File: config.mk
export PLATFORM = sky130hd
export DESIGN_NAME = vga_pattern_gen
export DESIGN_NICKNAME = d
export VERILOG_FILES = /design/src/rtl/vga_pkg.sv /design/src/rtl/vga_pixel_counter.sv /design/src/rtl/vga_pattern_gen.sv
export SDC_FILE = /design/constraint.sdc
export NUM_CORES = 1
export LEC_CHECK = 0
export ABC_AREA = 1
export CAP_MARGIN = 25
export CORE_MARGIN = 8
export CORE_UTILIZATION = 40
export DETAILED_ROUTE_END_ITERATION = 10
export GPL_TIMING_DRIVEN = 1
export SLEW_MARGIN = 40
export SYNTH_ARGS = -nofsm -noshare
export SYNTH_HDL_FRONTEND = slang
export SYNTH_SLANG_ARGS = --single-unit
export TNS_END_PERCENT = 20
File: constraint.sdc
create_clock -name pixelClk -period 2.4 [get_ports pixelClk]
set_input_delay 0.48 -clock pixelClk [delete_from_list [all_inputs] [get_ports pixelClk]]
set_output_delay 0.48 -clock pixelClk [all_outputs]
set_load 0.02 [all_outputs]
File: src/rtl/vga_pkg.sv
// Shared types and constants for the VGA test-pattern pixel stage.
// Holds the default raster size, the RGB444 pixel type, pattern ids and the colour-bar table.
package vga_pkg;

    localparam int H_ACTIVE_DEF = 640;
    localparam int V_ACTIVE_DEF = 480;

    typedef struct packed {
        logic [3:0] r;
        logic [3:0] g;
        logic [3:0] b;
    } rgb444_t;

    typedef enum logic [1:0] {
        PAT_BARS  = 2'd0,
        PAT_CHECK = 2'd1,
        PAT_GRAD  = 2'd2,
        PAT_SOLID = 2'd3
    } pattern_e;

    // Entry [0] is the leftmost bar.
    localparam logic [7:0][11:0] BAR_LUT = {
        12'h000, 12'h00F, 12'hF00, 12'hF0F,
        12'h0F0, 12'h0FF, 12'hFF0, 12'hFFF
    };

    function automatic rgb444_t bar_colour(input logic [2:0] idx);
        return rgb444_t'(BAR_LUT[idx]);
    endfunction

endpackage

File: src/rtl/vga_pixel_counter.sv
// Tracks the pixel position from the active-video windows, counts frames,
// arms rendering after the first full frame boundary and flags over-long lines/frames.
module vga_pixel_counter
    import vga_pkg::*;
#(
    parameter int H_ACTIVE = H_ACTIVE_DEF,
    parameter int V_ACTIVE = V_ACTIVE_DEF,
    parameter int CW       = 10
) (
    input  logic          i_clk,
    input  logic          i_rst_n,
    input  logic          i_dvalid_h,
    input  logic          i_dvalid_v,
    output logic [CW-1:0] o_x,
    output logic [CW-1:0] o_y,
    output logic          o_active,
    output logic          o_armed,
    output logic          o_frame_end,
    output logic [7:0]    o_frame_cnt,
    output logic          o_timing_err
);

    // Counters run one past the last coordinate so an extra pixel/line can be detected.
    localparam logic [CW-1:0] X_END = CW'(H_ACTIVE);
    localparam logic [CW-1:0] Y_END = CW'(V_ACTIVE);
    localparam logic [CW-1:0] X_MAX = CW'(H_ACTIVE - 1);
    localparam logic [CW-1:0] Y_MAX = CW'(V_ACTIVE - 1);

    logic [CW-1:0] r_xcnt;
    logic [CW-1:0] r_ycnt;
    logic          r_dvh_d;
    logic          r_dvv_d;
    logic          r_armed;
    logic [7:0]    r_frame_cnt;
    logic          r_err;

    logic w_active;
    logic w_line_end;
    logic w_frame_end;
    logic w_x_over;
    logic w_y_over;

    assign w_active    = i_dvalid_h & i_dvalid_v;
    assign w_line_end  = r_dvh_d & ~i_dvalid_h;
    assign w_frame_end = r_dvv_d & ~i_dvalid_v;
    assign w_x_over    = w_active & (r_xcnt == X_END);
    assign w_y_over    = w_active & (r_ycnt == Y_END);

    always_ff @(posedge i_clk) begin
        if (!i_rst_n) begin
            r_xcnt      <= '0;
            r_ycnt      <= '0;
            r_dvh_d     <= 1'b0;
            r_dvv_d     <= 1'b0;
            r_armed     <= 1'b0;
            r_frame_cnt <= '0;
            r_err       <= 1'b0;
        end else begin
            r_dvh_d <= i_dvalid_h;
            r_dvv_d <= i_dvalid_v;

            if (!i_dvalid_h) begin
                r_xcnt <= '0;
            end else if (w_active && (r_xcnt != X_END)) begin
                r_xcnt <= r_xcnt + 1'b1;
            end

            if (!i_dvalid_v) begin
                r_ycnt <= '0;
            end else if (w_line_end && (r_ycnt != Y_END)) begin
                r_ycnt <= r_ycnt + 1'b1;
            end

            if (w_frame_end) begin
                r_armed     <= 1'b1;
                r_frame_cnt <= r_frame_cnt + 8'd1;
            end

            if (w_x_over || w_y_over) begin
                r_err <= 1'b1;
            end
        end
    end

    assign o_x          = (r_xcnt == X_END) ? X_MAX : r_xcnt;
    assign o_y          = (r_ycnt == Y_END) ? Y_MAX : r_ycnt;
    assign o_active     = w_active;
    assign o_armed      = r_armed;
    assign o_frame_end  = w_frame_end;
    assign o_frame_cnt  = r_frame_cnt;
    assign o_timing_err = r_err;

endmodule

File: src/rtl/vga_pattern_gen.sv
// Pixel stage after the VGA timing generator: renders a frame-latched test pattern as RGB444
// through a two-stage pipeline, with hsync/vsync delayed to stay aligned with the colour.
module vga_pattern_gen
    import vga_pkg::*;
#(
    parameter int   H_ACTIVE  = H_ACTIVE_DEF,
    parameter int   V_ACTIVE  = V_ACTIVE_DEF,
    parameter int   CW        = 10,
    parameter int   BAR_W     = 80,
    parameter int   CHECK_BIT = 5,
    parameter logic SYNC_IDLE = 1'b1
) (
    input  logic          pixelClk,
    input  logic          rst,
    input  logic          hclk,
    input  logic          vclk,
    input  logic          dValid_h,
    input  logic          dValid_v,
    input  logic [1:0]    pattern_sel,
    input  logic [11:0]   solid_rgb,
    output logic          hsync,
    output logic          vsync,
    output logic [3:0]    red,
    output logic [3:0]    green,
    output logic [3:0]    blue,
    output logic [CW-1:0] pix_x,
    output logic [CW-1:0] pix_y,
    output logic [7:0]    frame_cnt,
    output logic          timing_err
);

    logic [CW-1:0] w_x;
    logic [CW-1:0] w_y;
    logic          w_active;
    logic          w_armed;
    logic          w_frame_end;
    logic [7:0]    w_frame_cnt;
    logic          w_timing_err;

    vga_pixel_counter #(
        .H_ACTIVE (H_ACTIVE),
        .V_ACTIVE (V_ACTIVE),
        .CW       (CW)
    ) u_counter (
        .i_clk        (pixelClk),
        .i_rst_n      (rst),
        .i_dvalid_h   (dValid_h),
        .i_dvalid_v   (dValid_v),
        .o_x          (w_x),
        .o_y          (w_y),
        .o_active     (w_active),
        .o_armed      (w_armed),
        .o_frame_end  (w_frame_end),
        .o_frame_cnt  (w_frame_cnt),
        .o_timing_err (w_timing_err)
    );

    pattern_e      r_pat;
    rgb444_t       r_solid;

    logic [CW-1:0] r_s1_x;
    logic [CW-1:0] r_s1_y;
    logic          r_s1_active;
    logic          r_s1_hs;
    logic          r_s1_vs;

    logic          r_hs;
    logic          r_vs;
    rgb444_t       r_rgb;
    logic [CW-1:0] r_pix_x;
    logic [CW-1:0] r_pix_y;

    logic [2:0]    w_bar_idx;
    rgb444_t       w_rgb;

    // Bar index by threshold compares so x/BAR_W never becomes a divider.
    always_comb begin
        w_bar_idx = '0;
        for (int k = 1; k < 8; k++) begin
            if (r_s1_x >= CW'(k * BAR_W)) begin
                w_bar_idx = 3'(k);
            end
        end
    end

    always_comb begin
        w_rgb = '0;
        if (r_s1_active) begin
            case (r_pat)
                PAT_BARS:  w_rgb = bar_colour(w_bar_idx);
                PAT_CHECK: w_rgb = (r_s1_x[CHECK_BIT] ^ r_s1_y[CHECK_BIT]) ? 12'h000 : 12'hFFF;
                PAT_GRAD: begin
                    w_rgb.r = r_s1_x[9:6];
                    w_rgb.g = r_s1_y[8:5];
                    w_rgb.b = w_frame_cnt[7:4];
                end
                PAT_SOLID: w_rgb = r_solid;
                default:   w_rgb = '0;
            endcase
        end
    end

    always_ff @(posedge pixelClk) begin
        if (!rst) begin
            r_pat       <= PAT_BARS;
            r_solid     <= '0;
            r_s1_x      <= '0;
            r_s1_y      <= '0;
            r_s1_active <= 1'b0;
            r_s1_hs     <= SYNC_IDLE;
            r_s1_vs     <= SYNC_IDLE;
            r_hs        <= SYNC_IDLE;
            r_vs        <= SYNC_IDLE;
            r_rgb       <= '0;
            r_pix_x     <= '0;
            r_pix_y     <= '0;
        end else begin
            // Mode changes only land at a frame boundary so a frame never mixes patterns.
            if (w_frame_end) begin
                r_pat   <= pattern_e'(pattern_sel);
                r_solid <= rgb444_t'(solid_rgb);
            end

            r_s1_x      <= w_x;
            r_s1_y      <= w_y;
            r_s1_active <= w_active & w_armed;
            r_s1_hs     <= hclk;
            r_s1_vs     <= vclk;

            r_hs    <= r_s1_hs;
            r_vs    <= r_s1_vs;
            r_rgb   <= w_rgb;
            r_pix_x <= r_s1_x;
            r_pix_y <= r_s1_y;
        end
    end

    assign hsync      = r_hs;
    assign vsync      = r_vs;
    assign red        = r_rgb.r;
    assign green      = r_rgb.g;
    assign blue       = r_rgb.b;
    assign pix_x      = r_pix_x;
    assign pix_y      = r_pix_y;
    assign frame_cnt  = w_frame_cnt;
    assign timing_err = w_timing_err;

endmodule

-- After elaboration in Yosys (flattened, before gate mapping)
Memory sizes are Yosys's and may differ from the RTL's.
Cells that the tools add are included.
- bits in read-only memories: 96
- memories kept: 1
- input bits: 20
- register bits: 103
- word-level logic and storage cells: 75
- output and inout bits: 43
- $lt $le $gt $ge: 8
- eq/ne operators: 7
- reductions and logical operators: 9
- add/subtract/negate cells: 3
- bitwise gates (word level): 10
- multiplexer cells: 12
- memory list (name ; depth ; width ; rd ports ; clocked after Yosys merged registers in ; wr ports ; line ; RTL):
    (no name shown) ; 8 ; 12 ; 1 ; 0 ; 0 ; vga_pkg.sv:28 ; return rgb444_t'(BAR_LUT[idx]);
- operators with widths (cell ; number):
    one-hot mux 12 bit (4 select lines) ; 1
    greater-or-equal comparator 10 x 9 -> 1 bit (second input constant) ; 3
    two-way mux 12 bit ; 2
    adder 10 x 1 -> 10 bit (second input constant) ; 2
    greater-or-equal comparator 10 x 8 -> 1 bit (second input constant) ; 2
    two-way mux 3 bit ; 6
    == test 10 bit (second input constant) ; 1
    == test 10 x 9 -> 1 bit (second input constant) ; 1
    greater-or-equal comparator 10 bit (second input constant) ; 1
    greater-or-equal comparator 10 x 7 -> 1 bit (second input constant) ; 1
    two-way mux 10 bit ; 1
    != test 10 bit (second input constant) ; 1
    != test 10 x 9 -> 1 bit (second input constant) ; 1
    two-way mux 9 bit ; 1
    adder 8 x 1 -> 8 bit (second input constant) ; 1
    AND 1 bit ; 6
    AND reduction 2 bit ; 3
    == test 2 bit (second input constant) ; 2
    < comparator 3 x 4 -> 1 bit (second input constant) ; 1
    OR reduction 2 bit ; 2
    NOT 1 bit ; 3
    == test 2 x 1 -> 1 bit (second input constant) ; 1
    logical AND 1 bit ; 2
    zero test 2 bit ; 1
    3 further kinds ; 3

-- Depth between registers and ports, before layout
- depth after elaboration: 11
- depth in mapped cells: 11
- gate-level depth less buffers: 11

-- Cells and area by module
A second synthesis with hierarchy kept.
- cells, all modules: 582
- area total of the unflattened synthesis: 4279.1 µm²
- modules (own cells, without submodules) (module ; cells each ; area an instance (µm²) ; times used ; sequential area each (µm²)):
    vga_pattern_gen ; 303 ; 2418.6 ; 1 ; 1421.4
    vga_pixel_counter ; 279 ; 1860.5 ; 1 ; 640.6

-- Least setup slack after synthesis
Ideal clock, no wire load.
- path kind: register to register
- start: register u_counter.r_xcnt[0]
- end: register u_counter.r_xcnt[6]
- path buffers: 0
- data arrival time: 1.272 ns
- data required time: 2.290 ns
- library setup time: 0.110 ns
- period minus slack after synthesis: 1.382 ns
- setup slack: 1.018 ns
- stages on the path, launching flop included: 12
- cell sequence: dfxtp_1 inv_1 ha_1 nand2_1 nor2_2 inv_1 nor2_2 nor2_4 nand2_1 nand2_1 inv_1 nor2_1
- word-level cells in the longest chain between the ends: 2
- elaborated cells between the ends (all ways): 3
- RTL lines (what ; line ; RTL):
    start, declared ; vga_pixel_counter.sv:29 ; logic [CW-1:0] r_xcnt;
    start signal, assigned ; vga_pixel_counter.sv:65 ; r_xcnt <= r_xcnt + 1'b1;
    parallel branches: the longest is 2 deep, another holds adder 10 x 1 -> 10 bit ; - ;
Parallel ways; which one is timed is not known.
A chain may end at the register's enable or synchronous reset.

-- Worst setup path after layout
- start: register u_counter.r_frame_cnt[5], in the netlist u_counter.o_frame_cnt[5]
- end: output frame_cnt[5]
- RTL lines (what ; line ; RTL):
    start, declared ; vga_pixel_counter.sv:34 ; logic [7:0] r_frame_cnt;
    start signal, assigned ; vga_pixel_counter.sv:76 ; r_frame_cnt <= r_frame_cnt + 8'd1;
    end, declared ; vga_pattern_gen.sv:28 ; output logic [7:0] frame_cnt,
No word-level cell between the ends.

==> flow_summary.toml <==
[timing]
final-setup-viol-count = 0
fmax_mhz = 524
final_min_period_over_clock_period = 0.796
minimum_setup_slack_in_the_final_design_ns = 0.490
maximum_clock_skew_at_final_layout_ns = 0.0110
max_slew_violation_total_from_the_final_report = 0
slew_headroom = 0.519
final_hold_viol_count = 0
setup-tns-final_ns = 0
period_minus_slack_ns = 1.91
rsz0062_at_grt = "false"
hold_slack_ns = 0.412
tightest_slew_ns = 0.719

[routing]
route.vias.total = 3515
drcViolationCount = 0
post_drt_via_cell_ratio = 4.67
routed_wire_length_per_instance_um = 12.3
routed_wirelength_um = 9290
drt_iter0_drc = 164
drtPass1Iterations = 5
number_of_routed_nets_with_antenna_violations = 0

[logic_synthesis]
netlist_area_mm2 = 0.00417
postSynthCellCount = 556
post_synthesis_sequential_area_ratio = 0.494
netlist_cell_types = 33
postSynthRegisterBits = 103
top_flip_flop_cell_by_instance_count_after_synthesis = "sky130_fd_sc_hd__dfxtp_1"
number_of_enable_flip_flop_cells_after_synthesis = 0
syn-mean-instance-area_um2 = 7.51
yosysWarnings = 0
syn_nets = 581
synth_async_sr_flop_share = 0

[grt]
pin_count_of_the_biggest_net_entering_global_routing = 50
grt_pass1_wl_um = 15700
grtUsageTotal = 0.134
vias_in_the_first_global_route = 3209
grt_remaining_overflow = 0
grt_antenna_before_repair = 0

[worst_setup_path]
critical_path.cell_chain = "clkdlybuf4s50_1"
required_ns = 1.92
cp-endpoint = "frame_cnt[5]"
critical_path_buf_inv_count = 1
startpoint = "u_counter.o_frame_cnt[5]"
crit_path_start_kind = "register"
critPathSlowestCell = "sky130_fd_sc_hd__clkdlybuf4s50_1"
path_depth = 1
end_kind = "output pin"
critPathMaxStageDelay_ns = 0.64
cp_max_fo = 6
critical_path.reg2reg.endpoint = "u_counter.r_xcnt[6]"
type_of_the_worst_setup_path = "reg -> out"
worst_ep_arrival_time_ns = 1.43
critical_path.top_delay_family = "buffers and inverters"
r2r_setup_slack_ns = 0.72
r2r_cells = 11
reg2reg_from = "u_counter.r_xcnt[0]"

[pwr]
cellLeakagePower_nw = 2.14
post-layout-total-power_mw = 2.93
largest_vdd_supply_drop_mv = 0.281
power-per-cell-area_mw_per_mm2 = 577

[layout]
num-fill-cells = 985
areaGrowthSynthToFinish_pct = 21.7
layout_common_cells = "sky130_fd_sc_hd__nand2_1 (124), sky130_fd_sc_hd__dfxtp_1 (103), sky130_fd_sc_hd__inv_1 (92)"
final_design_area_no_fill_mm2 = 0.00508
post_route_cells_drive_above_1_share = 0.0616
most_common_cell_after_layout_fill_and_taps_aside = "sky130_fd_sc_hd__nand2_1"
final_antenna_diode_count = 0
layout.nets = 637

[clock_network]
post_cts_resized = 0
clock_sinks = 103
clk_pin_slew_worst_paths_ns = 0.10
number_of_buffers_on_the_longest_clock_path = 2
cts_tree = "built"
cts_buffers = 9
cts.root.buffer_cell = "sky130_fd_sc_hd__clkbuf_8"
post_cts_setup_repair_buffer_count = 0
cts_hold_repair.buffers = 0
htree_levels = 3
clock_insertion_delay_worst_skew_ns = 0.36

[floorplanning]
ioPinCount = 63
die_h_um = 118
num_rows = 37
initial_core_util = 0.408
dieWidth_um = 118
placeableCoreArea_mm2 = 0.0102
die_area_mm2 = 0.0140

[run_status]
outcome = "completed"

[worst_hold_path]
holdCritPathClass = "reg -> reg"

[placement]
port-buffer-count = 62
placed_cell_area_mm2 = 0.00490
globalplace.congestion = 0.842
placement.setup.worst_slack_ns = 0.336
dpl.hpwl_um = 6840

[flow_run]
drv_cap = 0
[logic make-up (layout without fill, tap and decap cells)]
kind of cell    Yosys count  count (layout)  synth area share
simple gates            227             227             0.238
compound gates           99              99             0.125
xor+xnor                  9               9            0.0189
fa+ha+maj                 5               5            0.0150
flops                   103             103             0.494
buf+inv                 113             174             0.109
[layer usage]
layer | part of all wire | GRT usage | vias to the layer above | routed length, um
met4 | 0.014 | 0.0488 | 0 | 131
met1 | 0.48 | 0.184 | 1577 | 4490
met5 | 0 | 0 | - | 0
li1 | - | - | 1843 | -
met2 | 0.44 | 0.200 | 84 | 4090
met3 | 0.062 | 0.0333 | 11 | 579
[how the worst min path moves through the flow]
stage               from  endpoint  slack (ns)  cells past startpoint
2_1_floorplan  r_s1_x[0]  pix_x[0]        0.39                      2
3_3_place_gp   r_s1_x[2]  pix_x[2]        0.39                      2
3_5_place_dp   r_s1_x[1]  pix_x[1]        0.40                      2
4_1_cts        r_s1_x[2]  pix_x[2]        0.42                      2
5_1_grt        r_s1_x[2]  pix_x[2]        0.44                      2
6_report       r_s1_x[1]  pix_x[1]        0.41                      2
[metrics by stage]
step / cells / utilization
finish: 753 / 0.496
global route: 753 / 0.496
CTS: 753 / 0.496
detailed placement: 737 / 0.479
global placement: 737 / 0.479
floorplan: 556 / -
[report_power, final]
group          switching (mW)  total (mW)  internal, mW
Clock                   0.619        1.02         0.397
Combinational           0.100       0.169        0.0687
Sequential             0.0115        1.74          1.73
[sequential cells by signal, indices dropped and copies added, names as in the netlist]
signal,count
r_solid,12
pix_x,10
pix_y,10
r_s1_x,10
r_s1_y,10
u_counter.r_xcnt,10
u_counter.r_ycnt,10
u_counter.o_frame_cnt,8
blue,4
green,4
red,4
r_pat,2
hsync,1
r_s1_active,1
r_s1_hs,1
r_s1_vs,1
u_counter.o_armed,1
u_counter.o_timing_err,1
u_counter.r_dvh_d,1
u_counter.r_dvv_d,1
vsync,1
[cell usage after synthesis, types with 2 or more instances]
cell	count	area (um^2)
sky130_fd_sc_hd__nand3_1	20	100
sky130_fd_sc_hd__nor2_2	4	25.0
sky130_fd_sc_hd__inv_1	92	345
sky130_fd_sc_hd__o21ai_0	25	125
sky130_fd_sc_hd__nand3_2	2	20.0
sky130_fd_sc_hd__nor2_1	53	199
sky130_fd_sc_hd__xor2_1	8	70.1
sky130_fd_sc_hd__buf_2	8	40.0
sky130_fd_sc_hd__clkbuf_1	9	33.8
sky130_fd_sc_hd__or2_2	4	25.0
sky130_fd_sc_hd__dfxtp_1	103	2060
sky130_fd_sc_hd__nor2_4	2	22.5
sky130_fd_sc_hd__ha_1	5	62.6
sky130_fd_sc_hd__nand2_1	124	465
sky130_fd_sc_hd__nor3_1	7	35.0
sky130_fd_sc_hd__a21oi_1	59	295
sky130_fd_sc_hd__o22ai_1	9	56.3
sky130_fd_sc_hd__nand4_1	6	37.5
sky130_fd_sc_hd__a21oi_2	2	17.5
[tightest hold or removal path: cells and delay by family (launching register included)]
family        cells  cell delay (ns)
flops             1             0.31
simple gates      1             0.05
buf+inv           1             0.03
[cell type report]
| class | count | area [um^2] | area share |
|---|---|---|---|
| Clock buffer | 10 | 128 | 0.0251 |
| Clock inverter | 6 | 55.1 | 0.0108 |
| Inverter | 93 | 352 | 0.0692 |
| Multi-Input combinational cell | 340 | 1660 | 0.326 |
| Sequential cell | 103 | 2060 | 0.406 |
| Tap cell | 136 | 170 | 0.0335 |
| Timing Repair Buffer | 65 | 656 | 0.129 |
No activity file was read; power rests on OpenSTA's default activity.
